==> config.mk <==
export PLATFORM = sky130hd
export DESIGN_NAME = rf_wb_arbiter
export DESIGN_NICKNAME = d
export VERILOG_FILES = /design/src/rtl/rf_wb_arbiter_pkg.sv /design/src/rtl/rf_wb_arbiter_fifo.sv /design/src/rtl/rf_wb_arbiter.sv
export SDC_FILE = /design/constraint.sdc
export NUM_CORES = 1
export LEC_CHECK = 0
export BUFFER_PORTS_ARGS = -buffer_cell sky130_fd_sc_hd__clkbuf_2
export CORE_AREA = 2 2 83 164
export DETAILED_ROUTE_END_ITERATION = 8
export DIE_AREA = 0 0 85 166
export PLACE_DENSITY = 0.7
export SYNTH_ARGS = -nofsm -noshare
export SYNTH_HDL_FRONTEND = slang
export SYNTH_HIERARCHICAL = 1
export SYNTH_SLANG_ARGS = --single-unit
==> constraint.sdc <==
create_clock -name clck -period 3.93 [get_ports clck]
set_input_delay 0.1965 -clock clck [delete_from_list [all_inputs] [get_ports clck]]
set_output_delay 0.1965 -clock clck [all_outputs]
set_load 0.02 [all_outputs]
==> src/rtl/rf_wb_arbiter_pkg.sv <==
// rf_pkg: regfile widths and the writeback request type shared by the arbiter slice.
package rf_pkg;
    localparam int RF_DATA_W   = 18;
    localparam int RF_IDX_W    = 4;
    localparam int RF_SEL_W    = 5;
    localparam int RF_NUM_REGS = 16;

    typedef struct packed {
        logic [RF_IDX_W-1:0]  addr;
        logic [RF_DATA_W-1:0] data;
    } rf_wb_req_t;
endpackage

==> src/rtl/rf_wb_arbiter_fifo.sv <==
// rf_wb_fifo: small synchronous FIFO of writeback requests.
// Per-slot occupancy and address taps feed the pending-write scoreboard.
module rf_wb_fifo
    import rf_pkg::*;
#(
    parameter int DEPTH = 2
) (
    input  logic                             clck,
    input  logic                             reset_enable,
    input  logic                             push,
    input  logic                             pop,
    input  rf_wb_req_t                       din,
    output rf_wb_req_t                       head,
    output logic                             full,
    output logic                             empty,
    output logic [DEPTH-1:0]                 occ,
    output logic [DEPTH-1:0][RF_IDX_W-1:0]   addrs
);
    localparam int PTR_W = $clog2(DEPTH);

    rf_wb_req_t       mem [DEPTH];
    logic [PTR_W-1:0] wr;
    logic [PTR_W-1:0] rd;

    assign full  = &occ;
    assign empty = ~|occ;
    assign head  = mem[rd];

    always_comb
        for (int i = 0; i < DEPTH; i++)
            addrs[i] = mem[i].addr;

    always_ff @(posedge clck)
        if (push)
            mem[wr] <= din;

    // push only when not full and pop only when not empty, so wr==rd never collides
    always_ff @(posedge clck or posedge reset_enable)
        if (reset_enable) begin
            wr  <= '0;
            rd  <= '0;
            occ <= '0;
        end else begin
            if (push) begin
                occ[wr] <= 1'b1;
                wr      <= wr + PTR_W'(1);
            end
            if (pop) begin
                occ[rd] <= 1'b0;
                rd      <= rd + PTR_W'(1);
            end
        end
endmodule

==> src/rtl/rf_wb_arbiter.sv <==
// rf_wb_arbiter: merges ALU (src0) and load (src1) writebacks onto the single regfile write port.
// Define RF_WB_FIXED_PRIO_EN for strict src0 priority instead of round-robin.
module rf_wb_arbiter
    import rf_pkg::*;
#(
    parameter int FIFO_DEPTH = 2
) (
    input  logic                   clck,
    input  logic                   reset_enable,
    input  logic                   src0_valid,
    output logic                   src0_ready,
    input  logic [RF_IDX_W-1:0]    src0_addr,
    input  logic [RF_DATA_W-1:0]   src0_data,
    input  logic                   src1_valid,
    output logic                   src1_ready,
    input  logic [RF_IDX_W-1:0]    src1_addr,
    input  logic [RF_DATA_W-1:0]   src1_data,
    output logic                   rf_write_enable,
    output logic [RF_SEL_W-1:0]    rf_select_register,
    output logic [RF_DATA_W-1:0]   rf_data,
    output logic [RF_NUM_REGS-1:0] pending,
    output logic                   busy
);
    logic full0, full1, empty0, empty1;
    logic push0, push1, grant0, grant1;
    logic [FIFO_DEPTH-1:0]               occ0, occ1;
    logic [FIFO_DEPTH-1:0][RF_IDX_W-1:0] addrs0, addrs1;
    rf_wb_req_t head0, head1, head;
    logic [RF_NUM_REGS-1:0] keep, set, clr;

    assign src0_ready = !full0;
    assign src1_ready = !full1;
    assign push0      = src0_valid & src0_ready;
    assign push1      = src1_valid & src1_ready;
    assign busy       = !empty0 | !empty1 | rf_write_enable;

    rf_wb_fifo #(.DEPTH(FIFO_DEPTH)) u_fifo0 (
        .clck(clck), .reset_enable(reset_enable), .push(push0), .pop(grant0),
        .din({src0_addr, src0_data}), .head(head0), .full(full0), .empty(empty0),
        .occ(occ0), .addrs(addrs0)
    );

    rf_wb_fifo #(.DEPTH(FIFO_DEPTH)) u_fifo1 (
        .clck(clck), .reset_enable(reset_enable), .push(push1), .pop(grant1),
        .din({src1_addr, src1_data}), .head(head1), .full(full1), .empty(empty1),
        .occ(occ1), .addrs(addrs1)
    );

`ifdef RF_WB_FIXED_PRIO_EN
    assign grant0 = !empty0;
`else
    logic rr;
    // rr=1 means src1 holds the turn; it only advances on contention
    assign grant0 = !empty0 & (empty1 | !rr);
    always_ff @(posedge clck or posedge reset_enable)
        if (reset_enable)
            rr <= 1'b0;
        else if (!empty0 & !empty1)
            rr <= grant0;
`endif
    assign grant1 = !empty1 & !grant0;
    assign head   = grant0 ? head0 : head1;

    // a commit only clears r when nothing still buffered or arriving targets r
    always_comb begin
        keep = '0;
        set  = '0;
        clr  = '0;
        for (int i = 0; i < FIFO_DEPTH; i++) begin
            if (occ0[i]) keep[addrs0[i]] = 1'b1;
            if (occ1[i]) keep[addrs1[i]] = 1'b1;
        end
        if (push0) set[src0_addr] = 1'b1;
        if (push1) set[src1_addr] = 1'b1;
        if (rf_write_enable) clr[rf_select_register[RF_IDX_W-1:0]] = 1'b1;
    end

    always_ff @(posedge clck or posedge reset_enable)
        if (reset_enable) begin
            rf_write_enable    <= 1'b0;
            rf_select_register <= '0;
            rf_data            <= '0;
            pending            <= '0;
        end else begin
            rf_write_enable <= grant0 | grant1;
            if (grant0 | grant1) begin
                rf_select_register <= {1'b0, head.addr};
                rf_data            <= head.data;
            end
            pending <= (pending & ~(clr & ~keep)) | set;
        end
endmodule
==> run_results.csv <==
group,metric,value,unit
critical_path,cp_cell_sequence,"nor2_2, buf_4, inv_2, a21oi_4, a21oi_2, a221o_1",
synthesis,synth.distinct_cells,39,
placement,place_area,6670,um2
routing,postRouteAntennaNets,0,
min_path,hp-class,"input pin to flip-flop",
layout,layout-drive-gt1-share,32.0,%
synthesis,synth-async-reset-ratio,35.3,%
sta,finalSetupTns,0,ps
cts,cts_setup_buffers,0,
routing,routed-via-count,4364,
sta,finalCritPeriodShare,62.4,%
die,initial_utilization,48.5,%
cts,cts_tree,"built",
die,row_count,59,
sta,worst_slew_pin_slew,1200,ps
sta,max-slew-margin-rel,20.1,%
die,die_y,166,um
synthesis,synth_common_cells,"88 x edfxtp_1, 48 x dfrtp_1, 34 x mux2_4",
min_path,min_from,"src0_addr[2]",
critical_path,r2r_start,"u_fifo1/occ[0]",
routing,drtIter0Drc,304,
placement,dpl.hpwl,11900,um
sta,fin_ws,1480,ps
layout,post-route-util,59.4,%
cts,numCtsBuffers,17,
critical_path,crit_family,"compound AO/OA/AOI/OAI gates",
critical_path,required,4210,ps
global_route,grt_pass1_wl,25000,um
critical_path,cp.buffers_inverters,2,
synthesis,synthCells,439,
min_path,hold_path_end,"u_fifo0/mem[1][20]",
cts,ctsResizeCount,0,
cts,clk_pin_slew,60,ps
sta,period_minus_slack,2450,ps
placement,portBuffers,89,
status,outcome,"finished clean",
power,vdd_drop_max,420,uV
layout,final_cells,724,
synthesis,synth.most_common_cell,"edfxtp_1",
critical_path,reg2reg_depth,6,
cts,clockBufferDepth,2,
die,die_w,85,um
cts,clock-sinks,136,
power,power,6.44,mW
cts,cts-root-buf,"clkbuf_16",
synthesis,syn_avg_cell_area,14.3,um2
synthesis,synth-seq-cells,136,
synthesis,yosysSeqAreaShare,61.4,%
routing,drc,0,
cts,clock_latency,410,ps
power,power_leakage,3.12,nW
die,core,12900,um2
routing,routedWlPerCell,22.8,um
critical_path,arrival,2740,ps
global_route,grt_pass1_vias,4543,
sta,max_freq,408,MHz
sta,holdWs,50.4,ps
global_route,grt_antenna_before_repair,0,
placement,pre_cts_ws,1540,ps
placement,gp_congestion,0.975,
critical_path,critPathLaunchType,"flip-flop",
synthesis,synth_area_leader_cell,"edfxtp_1",
synthesis,synth_area_leaders,"edfxtp_1 42%, dfrtp_1 19%, mux2_4 8.2%, a221o_1 3.8%, and3_1 2.5%",
global_route,grt_start_max_net_pins,41,
power,power.density,838,nW/um2
sta,fin_worst_skew,9.61,ps
die,num_io_pins,91,
sta,slew_violations,0,
critical_path,critical_path_peak_fanout,26,
synthesis,synth_edf_count,88,
job,drv_cap,0,
layout,diodes,0,
critical_path,critPathMaxStageDelay,620,ps
layout,layout.nets,607,
global_route,globalRouteOverflowTotal,0,
sta,rsz0062_at_grt,"no",
routing,routed_via_density,6.03,
layout,final_area,7680,um2
die,dieArea,14100,um2
sta,hold_viol_final,0,
critical_path,path_class,"flip-flop to flip-flop",
synthesis,synth_area,6260,um2
critical_path,critPathCaptureType,"flip-flop",
layout,syn_to_final_growth,22.7,%
synthesis,synth_top_area_share,42.2,%
min_path,whs_path_depth,1,
placement,dp_cells,655,
synthesis,ys_warn_count,6,
synthesis,syn_nets,487,
routing,dr.pass1.iters,5,
cts,cts_hold_buffers,37,
global_route,grt_use_total,23.8,%
critical_path,worst_path_max_delay_cell,"a21oi_4",
critical_path,r2r_slack,1480,ps
routing,wl,16500,um
sta,setup_violations,0,
cts,htree_levels,4,
synthesis,synth_flop_cell,"edfxtp_1",
critical_path,reg2reg_to,"rf_data[8]",
## sequential cells by signal, summed over array words and instances, names as in the netlist
signal / count
u_fifo0/mem: 44
u_fifo1/mem: 44
rf_data: 18
pending: 16
rf_select_register: 4
u_fifo0/occ: 2
u_fifo1/occ: 2
rf_write_enable: 1
rr: 1
u_fifo0/rd: 1
u_fifo0/wr: 1
u_fifo1/rd: 1
u_fifo1/wr: 1
## how the worst max path moves through the flow
stage | depth (start not counted) | start | slack, ps | endpoint
5_1_grt | 6 | u_fifo1/occ[0] | 1280 | rf_data[8]
3_5_place_dp | 6 | u_fifo1/occ[0] | 1540 | rf_data[3]
4_1_cts | 6 | u_fifo1/occ[0] | 1480 | rf_data[8]
6_report | 6 | u_fifo1/occ[0] | 1480 | rf_data[8]
2_1_floorplan | 4 | u_fifo0/occ[1] | 1600 | u_fifo0/mem[0][0]
3_3_place_gp | 6 | u_fifo1/occ[0] | 1640 | rf_data[1]
## report_power, final
part           leakage, nW  switching (mW)  internal [mW]
logic                 1.43            1.32          0.985
clock network        0.310           0.638           1.08
registers             1.38           0.373           2.05
## final cells by class
class,count,area [um2]
Sequential cell,136,3840
Clock buffer,17,425
Timing Repair Buffer,132,861
Tap cell,152,190
Fill cell,1006,5240
Clock inverter,15,211
Multi-Input combinational cell,262,2110
Inverter,10,37.5
## cells in the final DEF, fill, tap and decap left out, types with 12 or more instances in the layout
master	instances
a221o_1	24
o211ai_1	12
nor3_1	14
and3_1	25
nor2_1	16
clkbuf_2	89
nand2_1	19
dlygate4sd3_1	37
edfxtp_1	88
o22ai_1	12
mux2_4	34
clkbuf_16	17
dfrtp_1	48
## cell families after synthesis
family / synth area share [%]
DFF: 61.4
buffers and inverters: 5.04
muxes: 9.95
AOI/OAI and AO/OA: 11.8
xor gates and xnor gates: 0.700
and+or+nand+nor: 11.1
other: 0.0599
## metal layers
metal	vias up	GRT usage, %	share of wire, %
li1	1951	-	-
met1	2114	23.0	33
met2	218	42.0	54
met3	81	4.67	4.8
met4	0	19.7	8.8
met5	-	0	0
Note: power is estimated with default switching activity, not from simulation.
